### src/rtl/stopwatch_core_if.sv
// stopwatch_core_if: bundles the stopwatch user controls and display/monitor outputs.
// The master side drives the button and switch and observes the outputs. The slave
// side is the stopwatch core itself.
interface stopwatch_core_if;
  logic       button;        // raw asynchronous push button, active-high
  logic       switch;        // mode select: 0 = start/stop, 1 = clear (lap with macro)
  logic [3:0] low_sec_dig;   // seconds units, BCD 0-9
  logic [2:0] high_sec_dig;  // seconds tens, BCD 0-5
  logic       second;        // one-cycle pulse on every seconds increment
  logic       minute;        // one-cycle pulse on the 59 -> 00 wrap
  logic       running;       // high while the watch is running

  modport master (
    output button,
    output switch,
    input  low_sec_dig,
    input  high_sec_dig,
    input  second,
    input  minute,
    input  running
  );

  modport slave (
    input  button,
    input  switch,
    output low_sec_dig,
    output high_sec_dig,
    output second,
    output minute,
    output running
  );
endinterface

### src/rtl/stopwatch_core.sv
// stopwatch_core: seconds stopwatch with a conditioned push button.
//   - button: 2-flop synchroniser, level debouncer, rising-edge press detect
//   - switch: 2-flop synchroniser only
//   - STOPPED/RUNNING FSM; a press with switch=0 toggles start/stop, a press with
//     switch=1 while stopped clears the count
//   - prescaler divides clock by TICKS_PER_SEC into BCD seconds 00..59 with
//     registered second/minute pulses
// Optional build macro STOPWATCH_LAP_HOLD_EN: a press with switch=1 while running
// toggles a lap hold that freezes the displayed digits while counting continues.
module stopwatch_core #(
  parameter int TICKS_PER_SEC   = 50_000_000,
  parameter int DEBOUNCE_CYCLES = 16
) (
  input  logic             clock,
  input  logic             reset,
  stopwatch_core_if.slave  sw_if
);

  localparam int PW = (TICKS_PER_SEC > 2) ? $clog2(TICKS_PER_SEC) : 1;
  localparam int DW = $clog2(DEBOUNCE_CYCLES + 1);
  localparam logic [PW-1:0] PRESC_LAST = PW'(TICKS_PER_SEC - 1);
  localparam logic [DW-1:0] DEB_LAST   = DW'(DEBOUNCE_CYCLES - 1);

  typedef enum logic [0:0] {
    ST_STOPPED = 1'b0,
    ST_RUNNING = 1'b1
  } state_t;

  // ---------------------------------------------------------------------------
  // Input synchronisers: bit 0 = button, bit 1 = switch
  // ---------------------------------------------------------------------------
  logic [1:0] w_raw;
  logic [1:0] w_sync;

  assign w_raw = {sw_if.switch, sw_if.button};

  generate
    for (genvar gi = 0; gi < 2; gi++) begin : g_sync
      logic r_meta;
      logic r_sync;

      // two-flop synchroniser for one asynchronous input
      always_ff @(posedge clock) begin
        if (reset) begin
          r_meta <= 1'b0;
          r_sync <= 1'b0;
        end else begin
          r_meta <= w_raw[gi];
          r_sync <= r_meta;
        end
      end

      assign w_sync[gi] = r_sync;
    end
  endgenerate

  logic w_btn_sync;
  logic w_sw_sync;

  assign w_btn_sync = w_sync[0];
  assign w_sw_sync  = w_sync[1];

  // ---------------------------------------------------------------------------
  // Debouncer and press detect
  // ---------------------------------------------------------------------------
  logic          r_deb_level;
  logic [DW-1:0] r_deb_cnt;
  logic          w_btn_differs;
  logic          w_deb_accept;
  logic          w_press;

  assign w_btn_differs = (w_btn_sync != r_deb_level);
  // The Nth consecutive differing sample is the one that flips the level.
  assign w_deb_accept  = w_btn_differs && (r_deb_cnt == DEB_LAST);
  // The press is raised in the same cycle the new level is accepted. That way the
  // FSM acts on the edge where the debounced level changes, with no extra delay.
  assign w_press       = w_deb_accept && w_btn_sync;

  // count consecutive differing samples and accept the new level after enough of them
  always_ff @(posedge clock) begin
    if (reset) begin
      r_deb_level <= 1'b0;
      r_deb_cnt   <= '0;
    end else if (!w_btn_differs) begin
      r_deb_cnt   <= '0;
    end else if (w_deb_accept) begin
      r_deb_level <= w_btn_sync;
      r_deb_cnt   <= '0;
    end else begin
      r_deb_cnt   <= r_deb_cnt + 1'b1;
    end
  end

  // ---------------------------------------------------------------------------
  // Start/stop/clear FSM
  // ---------------------------------------------------------------------------
  state_t r_state;
  state_t w_state_next;
  logic   w_clear;
  logic   w_stop_edge;
`ifdef STOPWATCH_LAP_HOLD_EN
  logic   w_lap_toggle;
`endif

  // state register
  always_ff @(posedge clock) begin
    if (reset) begin
      r_state <= ST_STOPPED;
    end else begin
      r_state <= w_state_next;
    end
  end

  // next-state decode and single-cycle command strobes
  always_comb begin
    w_state_next = r_state;
    w_clear      = 1'b0;
`ifdef STOPWATCH_LAP_HOLD_EN
    w_lap_toggle = 1'b0;
`endif
    case (r_state)
      ST_STOPPED: begin
        if (w_press) begin
          if (!w_sw_sync) begin
            w_state_next = ST_RUNNING;
          end else begin
            w_clear = 1'b1;
          end
        end
      end
      ST_RUNNING: begin
        if (w_press) begin
          if (!w_sw_sync) begin
            w_state_next = ST_STOPPED;
          end else begin
`ifdef STOPWATCH_LAP_HOLD_EN
            w_lap_toggle = 1'b1;
`endif
          end
        end
      end
      default: begin
        w_state_next = ST_STOPPED;
      end
    endcase
  end

  assign w_stop_edge = (r_state == ST_RUNNING) && (w_state_next == ST_STOPPED);

  // ---------------------------------------------------------------------------
  // Prescaler and BCD seconds counter
  // ---------------------------------------------------------------------------
  logic [PW-1:0] r_presc;
  logic [3:0]    r_low;
  logic [2:0]    r_high;
  logic          r_second;
  logic          r_minute;
  logic          w_count_en;
  logic          w_tc;
  logic          w_units_last;
  logic          w_tens_last;

  // A stop press in the same cycle as a terminal count still lets that increment
  // happen, because counting depends only on the current state.
  assign w_count_en   = (r_state == ST_RUNNING);
  assign w_tc         = w_count_en && (r_presc == PRESC_LAST);
  assign w_units_last = (r_low == 4'd9);
  assign w_tens_last  = (r_high == 3'd5);

  // divide the clock into seconds and advance the BCD digits
  always_ff @(posedge clock) begin
    if (reset) begin
      r_presc  <= '0;
      r_low    <= 4'd0;
      r_high   <= 3'd0;
      r_second <= 1'b0;
      r_minute <= 1'b0;
    end else begin
      r_second <= w_tc;
      r_minute <= w_tc && w_units_last && w_tens_last;
      if (w_clear) begin
        r_presc <= '0;
        r_low   <= 4'd0;
        r_high  <= 3'd0;
      end else if (w_count_en) begin
        if (w_tc) begin
          r_presc <= '0;
          if (w_units_last) begin
            r_low <= 4'd0;
            if (w_tens_last) begin
              r_high <= 3'd0;
            end else begin
              r_high <= r_high + 3'd1;
            end
          end else begin
            r_low <= r_low + 4'd1;
          end
        end else begin
          r_presc <= r_presc + 1'b1;
        end
      end
    end
  end

  // ---------------------------------------------------------------------------
  // Display path (optional lap hold)
  // ---------------------------------------------------------------------------
`ifdef STOPWATCH_LAP_HOLD_EN
  logic       r_lap;
  logic [3:0] r_lap_low;
  logic [2:0] r_lap_high;

  // toggle the lap hold and snapshot the digits showing when the hold begins
  always_ff @(posedge clock) begin
    if (reset) begin
      r_lap      <= 1'b0;
      r_lap_low  <= 4'd0;
      r_lap_high <= 3'd0;
    end else if (w_stop_edge) begin
      r_lap <= 1'b0;
    end else if (w_lap_toggle) begin
      r_lap <= !r_lap;
      if (!r_lap) begin
        r_lap_low  <= r_low;
        r_lap_high <= r_high;
      end
    end
  end

  assign sw_if.low_sec_dig  = r_lap ? r_lap_low  : r_low;
  assign sw_if.high_sec_dig = r_lap ? r_lap_high : r_high;
`else
  logic w_unused;

  // The stop edge only matters for releasing the lap hold.
  assign w_unused           = w_stop_edge;
  assign sw_if.low_sec_dig  = r_low;
  assign sw_if.high_sec_dig = r_high;
`endif

  assign sw_if.second  = r_second;
  assign sw_if.minute  = r_minute;
  assign sw_if.running = (r_state == ST_RUNNING);

endmodule

### src/flat_wrapper.sv
// flat-port wrapper written by rule: the top's interface ports become plain ports
module stopwatch_core_flat 
#(
  parameter int TICKS_PER_SEC   = 50_000_000,
  parameter int DEBOUNCE_CYCLES = 16
)
  (clock, reset, sw_if_button, sw_if_switch, sw_if_low_sec_dig, sw_if_high_sec_dig, sw_if_second, sw_if_minute, sw_if_running);
  stopwatch_core_if sw_if_i ();
  input  logic clock;
  input  logic reset;
  input wire logic [$bits(sw_if_i.button)-1:0] sw_if_button;
  input wire logic [$bits(sw_if_i.switch)-1:0] sw_if_switch;
  output wire logic [$bits(sw_if_i.low_sec_dig)-1:0] sw_if_low_sec_dig;
  output wire logic [$bits(sw_if_i.high_sec_dig)-1:0] sw_if_high_sec_dig;
  output wire logic [$bits(sw_if_i.second)-1:0] sw_if_second;
  output wire logic [$bits(sw_if_i.minute)-1:0] sw_if_minute;
  output wire logic [$bits(sw_if_i.running)-1:0] sw_if_running;
  assign sw_if_i.button = sw_if_button;
  assign sw_if_i.switch = sw_if_switch;
  assign sw_if_low_sec_dig = sw_if_i.low_sec_dig;
  assign sw_if_high_sec_dig = sw_if_i.high_sec_dig;
  assign sw_if_second = sw_if_i.second;
  assign sw_if_minute = sw_if_i.minute;
  assign sw_if_running = sw_if_i.running;
  stopwatch_core #(.TICKS_PER_SEC(TICKS_PER_SEC), .DEBOUNCE_CYCLES(DEBOUNCE_CYCLES)) u_core (.clock(clock), .reset(reset), .sw_if(sw_if_i));
endmodule
### config.mk
export PLATFORM = sky130hd
export DESIGN_NAME = stopwatch_core_flat
export DESIGN_NICKNAME = d
export VERILOG_FILES = /design/src/rtl/stopwatch_core_if.sv /design/src/rtl/stopwatch_core.sv /design/src/flat_wrapper.sv
export SDC_FILE = /design/constraint.sdc
export NUM_CORES = 1
export LEC_CHECK = 0
export CAP_MARGIN = 20
export CORE_MARGIN = 5
export CORE_UTILIZATION = 35
export CTS_BUF_LIST = sky130_fd_sc_hd__clkbuf_8 sky130_fd_sc_hd__clkbuf_16
export CTS_CLUSTER_SIZE = 25
export DETAILED_ROUTE_END_ITERATION = 8
export PLACE_DENSITY = 0.56
export SYNTH_ARGS = -nofsm -noshare
export SYNTH_HDL_FRONTEND = slang
export SYNTH_SLANG_ARGS = --single-unit
### constraint.sdc
create_clock -name clock -period 4.7 [get_ports clock]
set_clock_uncertainty 0.15 [all_clocks]
set_input_delay 0.94 -clock clock [delete_from_list [all_inputs] [get_ports clock]]
set_output_delay 0.94 -clock clock [all_outputs]
set_load 0.05 [all_outputs]
Yosys cells after proc, flatten, opt, wreduce, memory -nomap -nowiden
Index checks and enable logic that the tools add are counted.

storage, ports and cells
  flip-flop bits (word level) = 46
  input port bits = 4

cells by class
  $add $sub $neg = 4
  equal/unequal tests = 5
  muxes and demuxes = 10
  bitwise gates (word level) = 2
  reduce and logical (&&, ||, !) cells = 10

operator list
  kind                   count
  $add 26x1->26 const B  1
  $eq 26x26->1 const B   1
  $mux 26                1
  $mux 1                 6
  $add 5x1->5 const B    1
  $eq 5x4->1 const B     1
  $logic_and 1x1->1      5
  $add 4x1->4 const B    1
  $eq 4x4->1 const B     1
  $mux 4                 1
  $reduce_and 2->1       2
  $add 3x1->3 const B    1
  $eq 3x3->1 const B     1
  $mux 3                 1
  $reduce_and 3->1       1
  $reduce_or 3->1        1
  $not 1->1              2
  $pmux 1 s2             1
  $reduce_or 2->1        1
  $ne 1x1->1             1

Depth between registers and ports, before layout
  depth in word-level cells = 6
  mapped depth = 8
  gate-level depth less buffers = 7

Least setup slack after synthesis
Ideal clock, no wire load.

  path kind = reg2reg
  start = reg u_core.r_state (netlist: u_core.sw_if.running)
  end = reg u_core.r_presc[17]
  arrival = 2104 ps
  slack = 2376 ps
  cell stages (with the launch flop) = 7
  cells stage by stage = dfxtp_1 buf_2 and4_1 clkbuf_1 nand4_1 or4_1 a21oi_1

between the ends
  cells in the longest elaborated chain, start to end = 2
  elaborated cells on any way between the ends = 4
  classes of those cells = mux: 2; reduce/logical: 2

RTL lines
  element                                                             line                                          text
  start: declaration                                                  stopwatch_core.sv:97                          state_t r_state;
  start signal: assignment                                            stopwatch_core.sv:110                         r_state <= w_state_next;
  $mux 1 / $logic_and 1x1->1 (equally long branches)                  stopwatch_core.sv:121, stopwatch_core.sv:166
  $reduce_or 2->1 (no source line) / $mux 26 (equally long branches)  n/a
  end signal: assignment                                              stopwatch_core.sv:199                         r_presc <= r_presc + 1'b1;
  end: declaration                                                    stopwatch_core.sv:153                         logic [PW-1:0] r_presc;

Several ways; a longest one is shown, not always the timed one.
A chain may end at the register's enable or synchronous reset.

Final worst setup path
  start = reg u_core.r_state (netlist: u_core.sw_if.running)
  end = out sw_if_running

RTL lines
  element           line                text
  end: declaration  flat_wrapper.sv:17  output wire logic [$bits(sw_if_i.running)-1:0] sw_if_running;

No word-level cell between the ends.

==> impl_metrics.env <==
export IMPL_status="finished clean"
export IMPL_regArea_um2=921
export IMPL_die_area_um2=7980
export IMPL_rsz0062_at_grt="false"
export IMPL_cts_setup_buffers=0
export IMPL_yosysTopAreaCell="dfxtp_1"
export IMPL_die_h_um=89.3
export IMPL_ir_drop_mv=0.128
export IMPL_fill_cells=665
export IMPL_synth_top_cells_by_area="dfxtp_1, a21oi_1, o31ai_1"
export IMPL_ys_async_sr_fraction_pct=0
export IMPL_cts_htree_levels=2
export IMPL_ant_nets=0
export IMPL_drv_cap=0
export IMPL_hold_viol_final=0
export IMPL_grt_pass1_wl_um=8070
export IMPL_crit_chain="clkdlybuf4s50_1"
export IMPL_hold_class="flip-flop to flip-flop"
export IMPL_ys_seq_elements=46
export IMPL_grtUsageMet1_pct=17.2
export IMPL_io_buffer_count=13
export IMPL_clk_latency_ns=0.29
export IMPL_viasPerCell=5.58
export IMPL_slowest_delay_ns=0.88
export IMPL_met3_usage_pct=3.50
export IMPL_synth_area_per_cell_um2=8.71
export IMPL_grt_remaining_overflow=0
export IMPL_cp_slowest_cell="clkdlybuf4s50_1"
export IMPL_synth_most_common_cell="dfxtp_1"
export IMPL_ys_warn_count=0
export IMPL_drive_gt1_share_pct=3.83
export IMPL_cts_made_buffers=5
export IMPL_finalWirelength_um=4690
export IMPL_multi_input_area_um2=1210
export IMPL_drc=0
export IMPL_firstDrtPassIters=4
export IMPL_cpLargestDelayFamily="buffers and inverters"
export IMPL_cts_path_max_buffers=2
export IMPL_required_ns=3.61
export IMPL_cp_max_fo=11
export IMPL_critical_path_class="flip-flop to output port"
export IMPL_worst_slew_pin_slew_ns=0.635
export IMPL_cts_tree="done"
export IMPL_synth_edf_count=0
export IMPL_met2_usage_pct=20.0
export IMPL_initial_core_util_pct=35.3
export IMPL_power_density_nw_per_um2=258
export IMPL_grt_util_all_layers_pct=12.8
export IMPL_setup_viol=0
export IMPL_final_core_utilization_pct=39.4
export IMPL_antenna_cells=0
export IMPL_dp_hpwl_um=3230
export IMPL_yosysTopAreaCellShare_pct=41.8
export IMPL_die_x_um=89.3
export IMPL_antenna_found_initial=0
export IMPL_synth_cell_types=39
export IMPL_grt_start_max_net_pins=21
export IMPL_coreArea_um2=6240
export IMPL_netlist_top_cells_count="dfxtp_1, a21oi_1, nor2_1"
export IMPL_yosysSeqAreaShare_pct=41.8
export IMPL_wl_per_cell_um=13.9
export IMPL_clock_sinks=46
export IMPL_busiest_layer="met2"
export IMPL_cp_start_kind="flip-flop"
export IMPL_fp_row_count=29
export IMPL_crit_arrival_ns=1.68
export IMPL_gp_congestion=0.768
export IMPL_layout_worst_path_cycle_share_pct=58.8
export IMPL_io_pins=14
export IMPL_p_leak_nw=0.750
export IMPL_crit_buf_inv=1
export IMPL_vias=1885
export IMPL_clk_pin_slew_worst_paths_ns=0.08
export IMPL_syn2layout_area_growth_pct=11.5
export IMPL_synth_main_ff_cell="dfxtp_1"
export IMPL_cts_root_buffer="clkbuf_8"
export IMPL_ctsResizeCount=0
export IMPL_fmax_mhz=362
export IMPL_worstSetupEndpointType="output port"
export IMPL_setup_tns_ns=0
export IMPL_synth_nets=260
export IMPL_fin_nets=268
export IMPL_ctsHoldBuffers=0
export IMPL_synth_cells=253
export IMPL_grt_pass1_vias=1737
export IMPL_min_period_ns=2.77
export IMPL_slew_headroom_pct=57.6
export IMPL_syn_area_um2=2200
export IMPL_finalPower_mw=0.633
export IMPL_drt_iter0_markers=65
export IMPL_slew_violations=0
-- worst paths after layout --
kind	startpoint	endpoint	slack, ns	cells past startpoint
worst max-delay path	u_core.sw_if.running	sw_if_running	1.93	1
worst min-delay path	u_core.g_sync[0].r_meta	u_core.g_sync[0].r_sync	0.30	1
worst max register to register	u_core.r_presc[0]	u_core.sw_if.high_sec_dig[1]	2.24	5
worst min register to register	u_core.g_sync[0].r_meta	u_core.g_sync[0].r_sync	0.30	1
-- through the flow --
| stage | instance area (um^2) | instances | hold slack [ns] | setup WS, ns |
|---|---|---|---|---|
| 2_1_floorplan | 2200 | 253 | 0.264 | 2.38 |
| 3_3_place_gp | 2380 | 331 | 0.269 | 1.93 |
| 3_5_place_dp | 2380 | 331 | 0.284 | 1.83 |
| 4_1_cts | 2460 | 338 | 0.304 | 1.91 |
| 5_1_grt | 2460 | 338 | 0.318 | 1.84 |
| 6_report | 2460 | 338 | 0.299 | 1.93 |
-- flip-flops by register name (all words and copies together) (netlist names) --
| register | count |
|---|---|
| u_core.sw_if.second | 1 |
| u_core.sw_if.high_sec_dig | 3 |
| u_core.g_sync.r_meta | 2 |
| u_core.r_deb_level | 1 |
| u_core.r_presc | 26 |
| u_core.sw_if.running | 1 |
| u_core.sw_if.minute | 1 |
| u_core.r_deb_cnt | 5 |
| u_core.sw_if.low_sec_dig | 4 |
| u_core.g_sync.r_sync | 2 |
-- kinds of logic after synthesis --
family          count (synthesis)  synth area share [%]
compound gates                 47                  12.7
mux                             2                 0.909
simple gates                  124                  33.9
buf+inv                        17                  3.41
fa+ha+maj                       3                  1.70
flops                          46                  41.8
xor+xnor                       14                  5.57
-- metal layers --
layer	routed length, um	vias to the layer above
met4	63	0
met3	146	8
met2	2080	32
met5	0	-
met1	2400	883
li1	-	962
-- area by class of cell --
type | instances | area share (%)
Multi-Input combinational cell | 190 | 49.1
Sequential cell | 46 | 37.5
Timing Repair Buffer | 14 | 5.60
Tap cell | 77 | 3.92
Clock buffer | 5 | 2.80
Inverter | 4 | 0.611
Clock inverter | 2 | 0.458
-- report_power, final --
| part | switching (mW) | leakage [nW] | internal [mW] |
|---|---|---|---|
| sequential | 0.000824 | 0.371 | 0.391 |
| combinational | 0.00782 | 0.337 | 0.00495 |
| clock | 0.129 | 0.0414 | 0.100 |
| total | 0.137 | 0.750 | 0.496 |
-- layout by cell type, fill, tap and decap left out, types with 8 or more instances in the layout --
cell type        instances
o31ai_1                 12
nand2_1                 14
clkdlybuf4s50_1         13
xnor2_1                  8
or4_1                   12
nand4_1                 12
nor2_1                  18
nand3_1                 15
a21oi_1                 21
dfxtp_1                 46
No activity file was read; power rests on OpenSTA's default activity.
